## src/rtl/mod_add_pkg.sv

```systemverilog
// Shared definitions for the modular-add arbiter slice.
// Contents: default widths, requester-id width helper, round-robin index helper.
package mod_add_pkg;

  localparam int unsigned DEF_BITWIDTH = 32;
  localparam int unsigned DEF_NUM_REQ  = 4;

  // Width of a requester index; never narrower than one bit.
  function automatic int unsigned id_width(input int unsigned n);
    return (n <= 1) ? 1 : $clog2(n);
  endfunction

  // Index visited 'step' positions after 'last' in a ring of 'n' requesters.
  function automatic int unsigned rr_index(input int unsigned last,
                                           input int unsigned step,
                                           input int unsigned n);
    return (last + step) % n;
  endfunction

endpackage

```

## src/rtl/mod_add_arbiter_if.sv

```systemverilog
// Request/response bus for mod_add_arbiter.
// master: requesters + response consumer (drive requests, modulus load, iRspReady).
// slave : the arbiter (drives oReqReady and the registered response).
interface mod_add_arbiter_if
  import mod_add_pkg::*;
#(
  parameter int unsigned BITWIDTH = DEF_BITWIDTH,
  parameter int unsigned NUM_REQ  = DEF_NUM_REQ
);

  localparam int unsigned IDW = id_width(NUM_REQ);

  logic                        iModLoad;
  logic [BITWIDTH-1:0]         iModIn;
  logic [NUM_REQ-1:0]          iReqValid;
  logic [NUM_REQ*BITWIDTH-1:0] iReqData0;
  logic [NUM_REQ*BITWIDTH-1:0] iReqData1;
  logic [NUM_REQ-1:0]          oReqReady;
  logic                        oRspValid;
  logic                        iRspReady;
  logic [BITWIDTH-1:0]         oRspData;
  logic [IDW-1:0]              oRspId;
  logic                        oRspErr;

  modport master (
    output iModLoad, iModIn, iReqValid, iReqData0, iReqData1, iRspReady,
    input  oReqReady, oRspValid, oRspData, oRspId, oRspErr
  );

  modport slave (
    input  iModLoad, iModIn, iReqValid, iReqData0, iReqData1, iRspReady,
    output oReqReady, oRspValid, oRspData, oRspId, oRspErr
  );

endinterface

```

## src/rtl/mod_add_arbiter_mod_adder.sv

```systemverilog
// mod_adder: combinational (a + b) mod m for operands already below m.
// Ports: a_i, b_i operands; m_i modulus; sum_c_o result (combinational).
// The sum is kept one bit wider so the carry out participates in the compare.
// m_i == 0 yields the plain truncated sum, since no sum is below zero.
module mod_adder
  import mod_add_pkg::*;
#(
  parameter int unsigned BITWIDTH = DEF_BITWIDTH
) (
  input  logic [BITWIDTH-1:0] a_i,
  input  logic [BITWIDTH-1:0] b_i,
  input  logic [BITWIDTH-1:0] m_i,
  output logic [BITWIDTH-1:0] sum_c_o
);

  logic [BITWIDTH:0] sum_w;
  logic [BITWIDTH:0] diff_w;

  always_comb begin
    sum_w   = {1'b0, a_i} + {1'b0, b_i};
    diff_w  = sum_w - {1'b0, m_i};
    sum_c_o = (sum_w < {1'b0, m_i}) ? sum_w[BITWIDTH-1:0] : diff_w[BITWIDTH-1:0];
  end

endmodule

```

## src/rtl/mod_add_arbiter.sv

```systemverilog
// mod_add_arbiter: round-robin arbiter sharing one modular adder among
// NUM_REQ requesters, with a single-entry registered response stage.
// Ports: iClk, iRst (async, active-high); bus (slave modport) carrying
//   modulus load, packed request operands/valids, one-hot oReqReady grant,
//   and the registered response oRspValid/oRspData/oRspId/oRspErr.
// Optional: define MOD_ADD_ARB_RANGE_CHECK_EN to flag operands >= modulus
//   on oRspErr; otherwise oRspErr is tied low.
module mod_add_arbiter
  import mod_add_pkg::*;
#(
  parameter int unsigned BITWIDTH = DEF_BITWIDTH,
  parameter int unsigned NUM_REQ  = DEF_NUM_REQ
) (
  input logic              iClk,
  input logic              iRst,
  mod_add_arbiter_if.slave bus
);

  localparam int unsigned IDW = id_width(NUM_REQ);

  logic                rsp_valid_q, rsp_valid_d;
  logic [BITWIDTH-1:0] rsp_data_q,  rsp_data_d;
  logic [IDW-1:0]      rsp_id_q,    rsp_id_d;
  logic [BITWIDTH-1:0] mod_q,       mod_d;
  logic [IDW-1:0]      ptr_q,       ptr_d;

  logic                free_c;
  logic                found_c;
  logic                accept_c;
  logic [IDW-1:0]      sel_c;
  logic [IDW-1:0]      cand_c;
  logic [NUM_REQ-1:0]  grant_c;
  logic [BITWIDTH-1:0] op_a_c;
  logic [BITWIDTH-1:0] op_b_c;
  logic [BITWIDTH-1:0] sum_c;

  assign free_c = !rsp_valid_q || bus.iRspReady;

  // Round-robin pick: first valid requester after the last granted one.
  always_comb begin
    grant_c = '0;
    sel_c   = '0;
    cand_c  = '0;
    found_c = 1'b0;
    for (int unsigned i = 0; i < NUM_REQ; i++) begin
      cand_c = IDW'(rr_index(32'(ptr_q), i + 1, NUM_REQ));
      if (!found_c && bus.iReqValid[cand_c]) begin
        found_c = 1'b1;
        sel_c   = cand_c;
      end
    end
    if (found_c && free_c && !iRst) begin
      grant_c[sel_c] = 1'b1;
    end
  end

  assign accept_c      = |grant_c;
  assign bus.oReqReady = grant_c;

  // Operand mux for the shared datapath.
  assign op_a_c = bus.iReqData0[32'(sel_c) * BITWIDTH +: BITWIDTH];
  assign op_b_c = bus.iReqData1[32'(sel_c) * BITWIDTH +: BITWIDTH];

  mod_adder #(
    .BITWIDTH (BITWIDTH)
  ) u_mod_adder (
    .a_i     (op_a_c),
    .b_i     (op_b_c),
    .m_i     (mod_q),
    .sum_c_o (sum_c)
  );

  // Next state: load on accept, drain on consume, otherwise hold.
  always_comb begin
    rsp_valid_d = rsp_valid_q;
    rsp_data_d  = rsp_data_q;
    rsp_id_d    = rsp_id_q;
    ptr_d       = ptr_q;
    mod_d       = mod_q;
    if (accept_c) begin
      rsp_valid_d = 1'b1;
      rsp_data_d  = sum_c;
      rsp_id_d    = sel_c;
      ptr_d       = sel_c;
    end else if (bus.iRspReady) begin
      rsp_valid_d = 1'b0;
    end
    if (bus.iModLoad) begin
      mod_d = bus.iModIn;
    end
  end

  // State registers; pointer resets so requester 0 is checked first.
  always_ff @(posedge iClk or posedge iRst) begin
    if (iRst) begin
      rsp_valid_q <= 1'b0;
      rsp_data_q  <= '0;
      rsp_id_q    <= '0;
      mod_q       <= '0;
      ptr_q       <= IDW'(NUM_REQ - 1);
    end else begin
      rsp_valid_q <= rsp_valid_d;
      rsp_data_q  <= rsp_data_d;
      rsp_id_q    <= rsp_id_d;
      mod_q       <= mod_d;
      ptr_q       <= ptr_d;
    end
  end

  assign bus.oRspValid = rsp_valid_q;
  assign bus.oRspData  = rsp_data_q;
  assign bus.oRspId    = rsp_id_q;

`ifdef MOD_ADD_ARB_RANGE_CHECK_EN
  logic rsp_err_q, rsp_err_d;
  logic range_err_c;

  // A zero modulus means "no reduction", so it never flags an error.
  assign range_err_c = (mod_q != '0) && ((op_a_c >= mod_q) || (op_b_c >= mod_q));

  always_comb begin
    rsp_err_d = rsp_err_q;
    if (accept_c) begin
      rsp_err_d = range_err_c;
    end
  end

  always_ff @(posedge iClk or posedge iRst) begin
    if (iRst) begin
      rsp_err_q <= 1'b0;
    end else begin
      rsp_err_q <= rsp_err_d;
    end
  end

  assign bus.oRspErr = rsp_err_q;
`else
  assign bus.oRspErr = 1'b0;
`endif

endmodule

```

## src/flat_wrapper.sv

```systemverilog
// flat-port wrapper written by rule: the top's interface ports become plain ports
module mod_add_arbiter_flat import mod_add_pkg::*;
#(
  parameter int unsigned BITWIDTH = DEF_BITWIDTH,
  parameter int unsigned NUM_REQ  = DEF_NUM_REQ
)
  (iClk, iRst, bus_iModLoad, bus_iModIn, bus_iReqValid, bus_iReqData0, bus_iReqData1, bus_iRspReady, bus_oReqReady, bus_oRspValid, bus_oRspData, bus_oRspId, bus_oRspErr);
  mod_add_arbiter_if #(.BITWIDTH(BITWIDTH), .NUM_REQ(NUM_REQ)) bus_i ();
  input logic iClk;
  input logic iRst;
  input wire logic [$bits(bus_i.iModLoad)-1:0] bus_iModLoad;
  input wire logic [$bits(bus_i.iModIn)-1:0] bus_iModIn;
  input wire logic [$bits(bus_i.iReqValid)-1:0] bus_iReqValid;
  input wire logic [$bits(bus_i.iReqData0)-1:0] bus_iReqData0;
  input wire logic [$bits(bus_i.iReqData1)-1:0] bus_iReqData1;
  input wire logic [$bits(bus_i.iRspReady)-1:0] bus_iRspReady;
  output wire logic [$bits(bus_i.oReqReady)-1:0] bus_oReqReady;
  output wire logic [$bits(bus_i.oRspValid)-1:0] bus_oRspValid;
  output wire logic [$bits(bus_i.oRspData)-1:0] bus_oRspData;
  output wire logic [$bits(bus_i.oRspId)-1:0] bus_oRspId;
  output wire logic [$bits(bus_i.oRspErr)-1:0] bus_oRspErr;
  assign bus_i.iModLoad = bus_iModLoad;
  assign bus_i.iModIn = bus_iModIn;
  assign bus_i.iReqValid = bus_iReqValid;
  assign bus_i.iReqData0 = bus_iReqData0;
  assign bus_i.iReqData1 = bus_iReqData1;
  assign bus_i.iRspReady = bus_iRspReady;
  assign bus_oReqReady = bus_i.oReqReady;
  assign bus_oRspValid = bus_i.oRspValid;
  assign bus_oRspData = bus_i.oRspData;
  assign bus_oRspId = bus_i.oRspId;
  assign bus_oRspErr = bus_i.oRspErr;
  mod_add_arbiter #(.BITWIDTH(BITWIDTH), .NUM_REQ(NUM_REQ)) u_core (.iClk(iClk), .iRst(iRst), .bus(bus_i));
endmodule
```

## config.mk

```make
export PLATFORM = sky130hd
export DESIGN_NAME = mod_add_arbiter_flat
export DESIGN_NICKNAME = d
export VERILOG_FILES = /design/src/rtl/mod_add_pkg.sv /design/src/rtl/mod_add_arbiter_if.sv /design/src/rtl/mod_add_arbiter_mod_adder.sv /design/src/rtl/mod_add_arbiter.sv /design/src/flat_wrapper.sv
export SDC_FILE = /design/constraint.sdc
export NUM_CORES = 1
export LEC_CHECK = 0
export ABC_AREA = 1
export BUFFER_PORTS_ARGS = -buffer_cell sky130_fd_sc_hd__buf_2
export CORE_UTILIZATION = 35
export CTS_BUF_LIST = sky130_fd_sc_hd__clkbuf_4
export CTS_CLUSTER_SIZE = 25
export DETAILED_ROUTE_END_ITERATION = 6
export HOLD_SLACK_MARGIN = 0.08
export PLACE_DENSITY = 0.56
export SYNTH_ARGS = -nofsm -noshare
export SYNTH_HDL_FRONTEND = slang
export SYNTH_HIERARCHICAL = 1
export SYNTH_SLANG_ARGS = --single-unit
```

## constraint.sdc

```tcl
create_clock -name iClk -period 5.4 [get_ports iClk]
set_clock_uncertainty 0.15 [all_clocks]
set_input_delay 0.27 -clock iClk [delete_from_list [all_inputs] [get_ports iClk]]
set_output_delay 0.27 -clock iClk [all_outputs]
set_load 0.005 [all_outputs]
```

# Word-level counts from Yosys, hierarchy flattened

Cells that the tools add are included.

Add/sub/neg operators: 6
Multiply operators: 0
Div/mod/pow operators: 0
Order comparisons: 7
Equal/unequal tests: 0
Shift-type cells: 2
Muxes and demuxes: 22
Bitwise gates (word level): 0
Reductions and logical operators: 14

Operator list:

| cell                                                                                 | number |
|---|---|
| 128-bit by 8-bit variable part select with 32-bit output                             | 2 |
| 32-bit by 32-bit adder with 33-bit output                                            | 1 |
| 33-bit by 32-bit less-than comparator with 1-bit output                              | 1 |
| 32-bit 2-to-1 mux                                                                    | 1 |
| 32-bit subtractor                                                                    | 1 |
| 2-bit by 3-bit less-than comparator with 1-bit output (second input constant)        | 5 |
| 1-bit 2-to-1 mux                                                                     | 11 |
| 1-bit binary-select mux with 2-bit select                                            | 4 |
| 2-bit 2-to-1 mux                                                                     | 4 |
| 1-bit logical AND                                                                    | 6 |
| 1-bit zero test                                                                      | 5 |
| 2-bit by 1-bit adder with 2-bit output (second input constant)                       | 2 |
| 2-bit adder (second input constant)                                                  | 2 |
| 4-bit 2-to-1 mux                                                                     | 1 |
| 4-bit OR reduction                                                                   | 1 |
| 1-bit demux with 2-bit select                                                        | 1 |
| 2-bit by 1-bit greater-or-equal comparator with 1-bit output (second input constant) | 1 |
| 2-bit nonzero test                                                                   | 1 |
| 1-bit logical OR                                                                     | 1 |

Register bits after elaboration: 69
Latch bits: 0
Memory bits (writable): 0
ROM bits: 0
Input port bits: 296
Output and inout bits: 40
Logic and storage cells: 56
Memories kept: 0

# Depth between registers and ports, before layout

Gate-level depths: netlist (run 1).

Depth after elaboration: 20
Depth in mapped cells: 42
Mapped depth without buffers: 39

# Cells and area by module

Netlist (run 1), hierarchy kept.

By module, submodules not included:

| module          | times used | cells each | area an instance (um^2) |
|---|---|---|---|
| mod_adder       | 1          | 1,080      | 5,641.7 |
| mod_add_arbiter | 1          | 916        | 5,556.6 |

# Worst setup path after synthesis (run 1)

Ideal clock, no wire load.

Path type: flip-flop to flip-flop
Start: register u_core.ptr_q[1]
End: register u_core.rsp_data_q[1] (netlist: u_core/bus.oRspData[1])
Data arrival time: 4.540 ns
Path slack: 0.593 ns
Cell stages (with the launch flop): 40
Clock period less this slack: 4.807 ns
Cells stage by stage: dfstp_2 buf_2 inv_2 nand2_1 nand2_1 nand2_1 nand2_2 nor2_4 nand4_1 nand2_4 inv_2 buf_4 buf_2 nand2_1 nand2_1 ha_1 fa_1 nand2_1 [4 not listed] nand2_1 nand2_1 nand2_1 nand2_1 nand2_1 ha_1 nand2_1 nor2_1 nand2_1 nor3_2 nand2_1 nand3_2 nand3_4 buf_2 nand3_1 nand2_2 nand2_1 nand2_1

Elaborated cells on any way between the ends: 41
Classes of those cells: add/sub (6); order compare (3); shift (2); mux (20); reduce/logical (10)

RTL lines:

| item                                                                                                | line                                                             | RTL |
|---|---|---|
| start, declared                                                                                     | mod_add_arbiter.sv:25                                            | `logic [IDW-1:0] ptr_q, ptr_d;` |
| start signal, assigned                                                                              | mod_add_arbiter.sv:100                                           | `ptr_q <= IDW'(NUM_REQ - 1);` |
| start signal, assigned                                                                              | mod_add_arbiter.sv:106                                           | `ptr_q <= ptr_d;` |
| 2-bit by 1-bit adder with 2-bit output                                                              | mod_add_pkg.sv:17                                                | `return (last + step) % n;` |
| 1-bit binary-select mux with 2-bit select                                                           | mod_add_arbiter.sv:47                                            | `if (!found_c && bus.iReqValid[cand_c]) begin` |
| 1-bit 2-to-1 mux (implied by the code)                                                              | mod_add_arbiter.sv:47                                            |  |
| 1-bit 2-to-1 mux                                                                                    | mod_add_arbiter.sv:47                                            |  |
| 1-bit zero test                                                                                     | mod_add_arbiter.sv:47                                            |  |
| 1-bit logical AND                                                                                   | mod_add_arbiter.sv:47                                            |  |
| 1-bit 2-to-1 mux                                                                                    | mod_add_arbiter.sv:47                                            |  |
| 1-bit zero test                                                                                     | mod_add_arbiter.sv:47                                            |  |
| [3 not listed]                                                                                      | --                                                               |  |
| 1-bit logical AND                                                                                   | mod_add_arbiter.sv:47                                            |  |
| 2-bit 2-to-1 mux *                                                                                  | mod_add_arbiter.sv:47                                            |  |
| 128-bit by 8-bit variable part select with 32-bit output *                                          | mod_add_arbiter.sv:62                                            | `assign op_b_c = bus.iReqData1[32'(sel_c) * BITWIDTH +: BITWIDTH];` |
| net u_core.op_b_c[0]                                                                                | mod_add_arbiter.sv:34                                            | `logic [BITWIDTH-1:0] op_b_c;` |
| 32-bit by 32-bit adder with 33-bit output *                                                         | mod_add_arbiter_mod_adder.sv:20                                  | `sum_w = {1'b0, a_i} + {1'b0, b_i};` |
| 32-bit subtractor / 33-bit by 32-bit less-than comparator with 1-bit output (equally long branches) | mod_add_arbiter_mod_adder.sv:21, mod_add_arbiter_mod_adder.sv:22 |  |
| 32-bit 2-to-1 mux *                                                                                 | mod_add_arbiter_mod_adder.sv:22                                  | `sum_c_o = (sum_w < {1'b0, m_i}) ? sum_w[BITWIDTH-1:0] : diff_w[BITWIDTH-1:0];` |
| net u_core.sum_c[1]                                                                                 | mod_add_arbiter.sv:35                                            | `logic [BITWIDTH-1:0] sum_c;` |
| end signal, assigned                                                                                | mod_add_arbiter.sv:103                                           | `rsp_data_q <= rsp_data_d;` |
| end, declared                                                                                       | mod_add_arbiter.sv:22                                            | `logic [BITWIDTH-1:0] rsp_data_q, rsp_data_d;` |

The timed path passes the listed nets; every way through them passes the cells marked *. The select of a mux whose other input is x is not followed.
A chain may end at the register's enable or synchronous reset.

# Worst setup path after layout (run 1)

Start: register u_core.ptr_q[0]
End: register u_core.rsp_data_q[0] (netlist: u_core/bus.oRspData[0])

Elaborated cells on any way between the ends: 41
Classes of those cells: add/sub (6); order compare (3); shift (2); mux (20); reduce/logical (10)

RTL lines:

| item                                                       | line |
|---|---|
| 2-bit by 1-bit adder with 2-bit output                     | mod_add_pkg.sv:17 |
| 1-bit binary-select mux with 2-bit select                  | mod_add_arbiter.sv:47 |
| 1-bit 2-to-1 mux (implied by the code)                     | mod_add_arbiter.sv:47 |
| 1-bit 2-to-1 mux                                           | mod_add_arbiter.sv:47 |
| 1-bit zero test                                            | mod_add_arbiter.sv:47 |
| 1-bit logical AND                                          | mod_add_arbiter.sv:47 |
| 1-bit 2-to-1 mux                                           | mod_add_arbiter.sv:47 |
| 1-bit zero test                                            | mod_add_arbiter.sv:47 |
| [3 not listed]                                             | -- |
| 1-bit logical AND                                          | mod_add_arbiter.sv:47 |
| 2-bit 2-to-1 mux *                                         | mod_add_arbiter.sv:47 |
| 128-bit by 8-bit variable part select with 32-bit output * | mod_add_arbiter.sv:62 |
| net u_core.op_b_c[11]                                      | mod_add_arbiter.sv:34 |
| 32-bit by 32-bit adder with 33-bit output *                | mod_add_arbiter_mod_adder.sv:20 |
| 33-bit by 32-bit less-than comparator with 1-bit output *  | mod_add_arbiter_mod_adder.sv:22 |
| 32-bit 2-to-1 mux *                                        | mod_add_arbiter_mod_adder.sv:22 |
| net u_core.sum_c[0]                                        | mod_add_arbiter.sv:35 |

Marks and branches as above.

==> flow_summary.toml, run 1 <==
[drt]
first_iter_violations = 839
drcViolationCount = 0
vias = 13900
route.met3.wl_um = 2020
ant_nets = 0
routed_wl_um = 46900
met1Wirelength_um = 19900
drtPass1Iterations = 6
viasPerCell = 4.85
wire_per_inst_um = 16.3
top_layer_used = "met4"
wl_met2_um = 23700

[placement]
place.gp.congestion = 0.988
post-dp-hpwl_um = 36300
port_buffers = 334

[final_layout]
fillers = 3356
final_nets = 2832
drive_gt1_frac = 0.363
fin_util = 0.526
syn_to_final_growth_pct = 48.1

[synth]
ys_seq_area_frac = 0.154
synth_edf_count = 0
synth_area_leaders = "nand2_1, dfrtp_1, nand3_1, inv_1, ha_1"
yosysTopAreaCell = "nand2_1"
async_reset_ff_frac = 1.00
yosysUniqueCellTypes = 46
syn_avg_cell_area_um2 = 5.61
ys_seq_elements = 69
syn_inst = 1996
syn-num-nets = 2358
yosysWarnings = 6
ys.flop_type = "dfrtp_1"
synth_top_area_share = 0.329
netlist_area_um2 = 11200

[timing]
max_freq_mhz = 190
hold_violations = 0
worst_pin_slew_ns = 0.790
fin_crit_sh = 0.972
final_max_slew_viol_count = 0
rsz0062_at_grt = "true"
slew_headroom = 0.473
finalSetupViolations = 0
min_period_ns = 5.25

[clock_tree]
clkSinkCount = 69
clockRootBuffer = "clkbuf_4"
numCtsBuffers = 9
clk_pin_slew_ns = 0.13
worstSkewPairLatency_ns = 0.46
cts_tree = "built"
clockBufferDepth = 2
h-tree-depth = 3

[job]
max-cap-violations = 0

[critical_path]
worstPathRequired_ns = 5.61
slowest_stage = "dfstp_2"
crit_arrival_ns = 5.46
worstSetupEndpointType = "flop"
worstSetupStartpointType = "flop"
critPathMaxStageDelay_ns = 0.61
crit_type = "flop to flop"
crit_fanout = 11
crit_top_cell = "nand2_1"

[floorplanning]
rows = 65
die_h_um = 181
io_pins = 336
start_util = 0.355
die-area_um2 = 32700
fp.dieW_um = 181
coreArea_um2 = 31600

[min_path]
worst_hold_path_type = "input pin to asynchronous set/reset pin"

[global_routing]
antenna_found_initial = 1
gr-total-overflow = 0
grt_pass1_wl_um = 67700
grt_pass1_vias = 13100
grt_max_degree = 75
grt.total_usage = 0.261

[run_status]
run_status = "completed"
## placed cells by master (no fill, tap or decap), types with 4 or more instances in the layout
master,netlist,routed
a21oi_1,49,24
a21oi_2,2,26
a21oi_4,4,5
buf_12,3,17
buf_16,0,6
buf_2,37,334
buf_4,16,129
buf_6,13,5
clkbuf_16,0,13
clkbuf_4,0,10
clkinv_1,5,5
dfrtp_1,67,67
dlygate4sd3_1,0,34
ha_1,64,14
ha_4,0,48
inv_1,222,217
inv_2,13,15
mux2_2,32,32
nand2_1,981,883
nand2_2,45,122
nand2_4,34,53
nand2_8,1,4
nand3_1,210,203
nand3_2,3,6
nand3_4,2,6
nand4_1,9,9
nor2_1,82,56
nor2_2,3,21
nor2_4,1,9
nor3_1,12,8
nor3_2,2,4
o21ai_0,21,12
o21ai_1,3,10
xor2_1,30,23
xor2_2,0,5
## routing by layer
metal,track usage,vias to the layer above
met5,0,-
met1,0.325,6384
met3,0.0232,56
met4,0.0827,0
li1,-,7098
met2,0.473,406
## registers in the layout, indices dropped and copies added, names as in the netlist
register,cells
u_core/bus.oRspValid,1
u_core/ptr_q,2
u_core/bus.oRspData,32
u_core/bus.oRspId,2
u_core/mod_q,32
## synthesized netlist by cell type, types with 2 or more instances
cell type  number
inv_2          13
nand3_2         3
dfrtp_1        67
buf_1           4
o21ai_1         3
nand2_2        45
fa_1            2
nor2_1         82
nand3b_1        2
clkinv_1        5
nand2_4        34
nor2_2          3
o21ai_0        21
nor3_2          2
clkbuf_1        5
nand2_1       981
buf_2          37
inv_1         222
ha_1           64
nand3_1       210
xor2_1         30
o21bai_1        3
a21oi_1        49
nor3_1         12
buf_12          3
nand3_4         2
a21oi_2         2
buf_6          13
mux2_2         32
dfstp_2         2
a21oi_4         4
buf_4          16
xnor2_1         2
nand4_1         9
## layout make-up
cell class / count / area (um^2) / share of cell area
Antenna cell: 1 / 2.50 / 0.000151
Inverter: 240 / 911 / 0.0549
Multi-Input combinational cell: 1610 / 9410 / 0.567
Clock inverter: 6 / 65.1 / 0.00392
Timing Repair Buffer: 540 / 3890 / 0.234
Tap cell: 402 / 503 / 0.0303
Clock buffer: 10 / 75.1 / 0.00453
Sequential cell: 69 / 1730 / 0.104
## critical path, delay by kind of cell, from the launching register on
| kind | cells | cell delay [ns] |
|---|---|---|
| compound gates | 3 | 0.38 |
| xor+xnor | 1 | 0.16 |
| fa+ha+maj | 2 | 0.51 |
| buf+inv | 8 | 1.00 |
| flops | 1 | 0.61 |
| simple gates | 25 | 2.31 |
## cells by family (layout without fill, tap and decap cells)
family / count (synthesis) / count (layout) / share of synthesized area
multiplexers: 32 / 32 / 0.0322
flip-flops: 69 / 69 / 0.154
XOR/XNOR: 32 / 32 / 0.0250
buffers and inverters: 318 / 796 / 0.129
adder cells (fa/ha/maj): 66 / 66 / 0.0751
AO/OA/AOI/OAI: 86 / 86 / 0.0454
AND/OR/NAND/NOR: 1392 / 1393 / 0.538
other: 1 / 2 / 0.000335
## worst paths after layout
kind,startpoint,to,slack [ns],cells past startpoint
max,u_core/ptr_q[0],u_core/bus.oRspData[0],0.15,39
min in group iClk,u_core/bus.oRspData[26],u_core/bus.oRspData[26],0.33,2
max in group asynchronous,iRst,u_core/bus.oRspData[2],3.83,4
min,iRst,u_core/bus.oRspData[31],0.28,3
min reg2reg,u_core/bus.oRspData[26],u_core/bus.oRspData[26],0.33,2
max reg2reg,u_core/ptr_q[0],u_core/bus.oRspData[0],0.15,39
## per-stage QoR
stage	setup TNS, ns	cell area [um^2]	setup WS (ns)	instances	hold slack (ns)
finish	0	16600	0.150	2878	0.276
global route	-3.08	16600	-0.122	2878	0.305
CTS	0	14700	0.000809	2835	0.270
detailed placement	-2.45	14000	-0.104	2783	0.242
global placement	-3.29	14000	-0.160	2783	0.235
floorplan	0	11200	0.593	1996	0.272
## timing repair
| item | 4_1_cts | 5_1_grt |
|---|---|---|
| pin swaps | 1 | 89 |
| resized for setup | 15 | 291 |
| gates cloned | 2 | 16 |
| setup buffers | 0 | 27 |
| hold buffers | 34 | 0 |
| setup endpoints to repair | 32 | 32 |
| endpoints found under the hold margin | 57 | 0 |
Power of run 1 is left out: the tool's default activity adds up to more than one toggle a clock period on the data nets, which glitch-free logic cannot reach.
==> inputs of run 2 (changes only) <==
--- a/config.mk
+++ b/config.mk
@@ -15,5 +15,4 @@
 export PLACE_DENSITY = 0.56
 export SYNTH_ARGS = -nofsm -noshare
 export SYNTH_HDL_FRONTEND = slang
-export SYNTH_HIERARCHICAL = 1
 export SYNTH_SLANG_ARGS = --single-unit
==> run 2 against run 1 <==
Effect of this change: the run now ends with setup timing left; first-iteration DRC count down 27%; global-route usage up 3.1 points; count of clock-buffer cells in the layout up 1; maximum frequency down 5.3%; synthesized cell count up 0.25%; routed wire length down 0.25%; cell count up 6.8%; design area up 8.3%; area after synthesis down 5.6%; critical path depth up 1; utilization up 7.9 points; flip-flop and latch count unchanged.
==> flow_summary.toml, run 2 <==
[run_status]
run_status = "finished with violations"
failed_checks = "setup timing"

[floorplanning]
start_util = 0.356
die-area_um2 = 30900
fp.dieW_um = 176
rows = 63
io_pins = 336
coreArea_um2 = 29700
die_h_um = 176

[drt]
drtPass1Iterations = 5
wire_per_inst_um = 15.2
viasPerCell = 4.66
routed_wl_um = 46800
ant_nets = 0
drcViolationCount = 0
first_iter_violations = 611
vias = 14300

[synth]
synth_xor_area_frac = 0.0290
async_reset_ff_frac = 1.00
synth_fa_ha_area_frac = 0.0795
synth_common_cells = "nand2_1, inv_1, nor2_1"
yosysMostFrequentCell = "nand2_1"
syn_avg_cell_area_um2 = 5.28
yosysUniqueCellTypes = 40
synthMuxAreaShare = 0.00106
synth_edf_count = 0
synth_top_family_by_area = "simple AND/OR/NAND/NOR gates"
ys_seq_elements = 69
yosysWarnings = 0
yosysTopAreaCell = "nand2_1"
syn-num-nets = 2363
synth_compound_area_frac = 0.0880
synth_area_leaders = "nand2_1, dfrtp_1, inv_1, ha_1, nand3_1"
ys_seq_area_frac = 0.164
netlist_area_um2 = 10600
ys.flop_type = "dfrtp_1"
synth_top_area_share = 0.308
syn_inst = 2001
synth-simple-area-share = 0.459

[final_layout]
fillers = 2931
syn_to_final_growth_pct = 69.8
fin_util = 0.604
layout_commonest_cell = "nand2_1"
mostFrequentLayoutCells = "nand2_1, inv_1, buf_2, buf_4, nand2_2"
final_nets = 3039
drive_gt1_frac = 0.409

[clock_tree]
numCtsBuffers = 9
worstSkewPairLatency_ns = 0.46
clockRootBuffer = "clkbuf_4"
clkSinkCount = 69
h-tree-depth = 3
cts_tree = "built"
clk_pin_slew_ns = 0.13
clockBufferDepth = 2

[timing]
min_period_ns = 5.54
rsz0062_at_grt = "true"
max_freq_mhz = 180
hold_violations = 0
slew_headroom = 0.324
final_max_slew_viol_count = 0
finalSetupViolations = 32
fin_crit_sh = 1.03
worst_pin_slew_ns = 1.01
fin_ws_ns = -0.142

[critical_path]
worstSetupEndpointType = "flop"
r2r_end = "u_core.bus.oRspData[6]"
rrSetupSlack_ns = -0.14
crit_fanout = 6
critPathMaxStageDelay_ns = 0.65
path_buf_inv = 7
slowest_stage = "dfstp_2"
worstPathRequired_ns = 5.64
cp_top_family = "simple AND/OR/NAND/NOR gates"
crit_arrival_ns = 5.78
r2r_start = "u_core.ptr_q[0]"
crit_type = "flop to flop"
rr_worst_depth = 40
crit_top_cell = "nand2_2"
worstSetupStartpointType = "flop"

[min_path]
worst_hold_path_type = "input pin to flop"
whs_endpoint = "u_core.bus.oRspData[0]"
min_from = "bus_iReqData1[96]"
min_path_cells = 8

[global_routing]
grt_pass1_wl_um = 71200
gr-total-overflow = 0
grt.total_usage = 0.293
antenna_found_initial = 2
grt_max_degree = 64
grt_pass1_vias = 14000

[job]
max-cap-violations = 0

[placement]
place.gp.congestion = 0.930
post-dp-hpwl_um = 36400
port_buffers = 334
==> run 2: per-layer routing <==
metal  GRT usage  up-vias  wire length, um
li1            -     7362                -
met5           0        -                0
met4      0.0862        0             1570
met1       0.356     6510            20300
met2       0.544      377            23500
met3      0.0216       78             1510
==> run 2: how the worst max path moves through the flow <==
| stage | slack (ns) | endpoint | cells after the start | start |
|---|---|---|---|---|
| after floorplan | 0.31 | u_core.bus.oRspData[10] | 41 | u_core.ptr_q[0] |
| after global placement | -0.38 | u_core.bus.oRspData[20] | 38 | u_core.ptr_q[0] |
| after detailed placement | -0.49 | u_core.bus.oRspData[20] | 38 | u_core.ptr_q[0] |
| after CTS | -0.009 | u_core.bus.oRspData[19] | 40 | u_core.ptr_q[0] |
| after global routing | -0.43 | u_core.bus.oRspData[28] | 38 | u_core.ptr_q[1] |
| final | -0.14 | u_core.bus.oRspData[6] | 40 | u_core.ptr_q[0] |
==> run 2: what timing repair did <==
item                                    in CTS  in global routing
hold buffers                                34                  0
endpoints found under the setup margin      32                 32
hold endpoints to repair                    64                  0
setup buffers                               35                 25
gates resized for setup                    208                295
pin swaps                                   33                119
cloned                                       9                  5
==> run 2: cell type report <==
| type | count | area (um^2) | area share |
|---|---|---|---|
| Antenna cell | 2 | 5.00 | 0.000279 |
| Clock buffer | 11 | 82.6 | 0.00460 |
| Clock inverter | 5 | 76.3 | 0.00425 |
| Inverter | 408 | 1540 | 0.0859 |
| Multi-Input combinational cell | 1461 | 8790 | 0.489 |
| Sequential cell | 69 | 1730 | 0.0963 |
| Tap cell | 390 | 488 | 0.0272 |
| Timing Repair Buffer | 728 | 5250 | 0.292 |
==> run 2: cells by family after synthesis <==
| family | count (synthesis) |
|---|---|
| compound gates | 177 |
| xor+xnor | 35 |
| fa+ha+maj | 66 |
| buf+inv | 473 |
| flops | 69 |
| mux | 1 |
| other cells | 1 |
| simple gates | 1179 |
==> run 2: worst register-to-register path, delay by kind of cell (launching register included) <==
family                   cells  cell delay (ns)
flip-flops                   1             0.65
adder cells (fa/ha/maj)      3             0.77
AND/OR/NAND/NOR             26             2.46
buffers and inverters        7             0.93
AO/OA/AOI/OAI                4             0.52
==> run 2: per-stage QoR <==
step | hold WS [ns] | setup WS (ns) | TNS, ns | cell area, um^2 | instances
2_1_floorplan | 0.237 | 0.310 | 0 | 10600 | 2001
3_3_place_gp | 0.300 | -0.376 | -11.12 | 14800 | 2953
3_5_place_dp | 0.301 | -0.488 | -14.94 | 14800 | 2953
4_1_cts | 0.321 | -0.00894 | -0.0130 | 16700 | 3047
5_1_grt | 0.361 | -0.433 | -13.34 | 18000 | 3074
6_report | 0.301 | -0.142 | -3.95 | 18000 | 3074
Power of run 2 is left out for the same reason.
==> inputs of run 3 (changes only) <==
--- a/config.mk
+++ b/config.mk
@@ -13,6 +13,7 @@
 export DETAILED_ROUTE_END_ITERATION = 6
 export HOLD_SLACK_MARGIN = 0.08
 export PLACE_DENSITY = 0.56
+export REMOVE_ABC_BUFFERS = 1
 export SYNTH_ARGS = -nofsm -noshare
 export SYNTH_HDL_FRONTEND = slang
 export SYNTH_SLANG_ARGS = --single-unit
==> run 3 against run 2 <==
Effect of this change: the flow still finishes with violations (setup timing); critical endpoint is now u_core.bus.oRspData[27]; die area unchanged; worst hold slack worse by 0.0029 ns; critical path type unchanged; sequential share of layout area shrank 0.13 points; highest routed layer unchanged; via count about the same; maximum frequency rose by 1.6%; setup slack gained 0.089 ns.
==> flow_summary.toml, run 3 (synthesis results as in run 2) <==
[global_routing]
grt_pass1_wl_um = 66400
grt.total_usage = 0.269
grt_max_degree = 64
antenna_found_initial = 1
gr-total-overflow = 0
grt_pass1_vias = 13500

[floorplanning]
coreArea_um2 = 29700
rows = 63
die_h_um = 176
die-area_um2 = 30900
io_pins = 336
fp.dieW_um = 176
start_util = 0.356

[final_layout]
drive_gt1_frac = 0.417
syn_to_final_growth_pct = 72.1
design_area_um2 = 18200
mostFrequentLayoutCells = "nand2_1, inv_1, buf_2, buf_4, nand2_2"
fillers = 2863
final_nets = 3011
layout_commonest_cell = "nand2_1"

[drt]
top_layer_used = "met4"
met1Wirelength_um = 18600
viasPerCell = 4.70
wire_per_inst_um = 14.7
routed_wl_um = 44800
drtPass1Iterations = 5
route.met3.wl_um = 1690
drcViolationCount = 0
ant_nets = 0
wl_met2_um = 23100
vias = 14300
first_iter_violations = 658

[placement]
post-dp-hpwl_um = 32200
place.gp.congestion = 0.911
preCtsSetupSlack_ns = -0.273
placed_area_um2 = 14400
port_buffers = 334

[timing]
finalSetupViolations = 32
fin_ws_ns = -0.0533
worst_pin_slew_ns = 1.06
rsz0062_at_grt = "true"
fin_crit_sh = 1.01
finalSetupTns_ns = -1.19
final_max_slew_viol_count = 0
slew_headroom = 0.291
max_freq_mhz = 183
min_period_ns = 5.45
hold_violations = 0

[clock_tree]
clkSinkCount = 69
cts_tree = "built"
h-tree-depth = 3
numCtsBuffers = 9
clockRootBuffer = "clkbuf_4"
clk_pin_slew_ns = 0.13
worstSkewPairLatency_ns = 0.47
clockBufferDepth = 2

[critical_path]
rrSetupSlack_ns = -0.05
slowest_stage = "dfstp_2"
r2r_end = "u_core.bus.oRspData[27]"
crit_arrival_ns = 5.64
worstPathRequired_ns = 5.59
r2r_start = "u_core.ptr_q[0]"
rr_worst_depth = 36
crit_type = "flop to flop"
critPathMaxStageDelay_ns = 0.61
crit_fanout = 10
worstSetupStartpointType = "flop"
worstSetupEndpointType = "flop"
crit_top_cell = "nand2_1"
crit_start = "u_core.ptr_q[0]"

[min_path]
worst_hold_path_type = "input pin to asynchronous set/reset pin"

[run_status]
failed_checks = "setup timing"
run_status = "finished with violations"

[job]
max-cap-violations = 0
## run 3: area by class of cell
| type | instances | area (um^2) | area share |
|---|---|---|---|
| inverters | 408 | 1540 | 0.0846 |
| clock inverters | 6 | 53.8 | 0.00296 |
| well taps | 390 | 488 | 0.0268 |
| repair buffers | 702 | 5200 | 0.286 |
| multi-input cells | 1459 | 9110 | 0.501 |
| flip-flops and latches | 69 | 1730 | 0.0950 |
| diodes | 1 | 2.50 | 0.000138 |
| clock buffers | 10 | 75.1 | 0.00413 |
## run 3: stage by stage
stage | instances | util | hold slack [ns]
2_1_floorplan | 1936 | - | 0.227
3_3_place_gp | 2912 | 0.484 | 0.284
3_5_place_dp | 2912 | 0.484 | 0.282
4_1_cts | 3008 | 0.552 | 0.263
5_1_grt | 3045 | 0.612 | 0.356
6_report | 3045 | 0.612 | 0.298
## run 3: how the worst max path moves through the flow
stage | end | cells past startpoint
final | u_core.bus.oRspData[27] | 36
after global routing | u_core.bus.oRspData[15] | 40
after CTS | u_core.bus.oRspData[28] | 43
after detailed placement | u_core.bus.oRspData[2] | 37
after global placement | u_core.bus.oRspData[29] | 39
after floorplan | u_core.bus.oRspData[0] | 37
## run 3: what timing repair did
item / in CTS / in global routing
setup buffers: 35 / 31
pin swaps: 99 / 149
hold buffers: 34 / 0
cloned: 11 / 9
gates resized for setup: 235 / 318
endpoints found under the hold margin: 60 / 0
endpoints found under the setup margin: 32 / 32
## run 3: per-layer routing
layer  track usage  up-vias
met3        0.0203       76
met5             0        -
li1              -     7301
met2         0.491      414
met1         0.328     6531
met4        0.0942        0
## run 3: worst max-delay path: cells and delay by family, from the launching register on
family	cells	cell delay (ns)
xor gates and xnor gates	1	0.16
DFF	1	0.61
buffers and inverters	8	1.13
adders and majority gates	2	0.53
and+or+nand+nor	22	2.28
AOI/OAI and AO/OA	3	0.45
Power of run 3 is left out for the same reason.
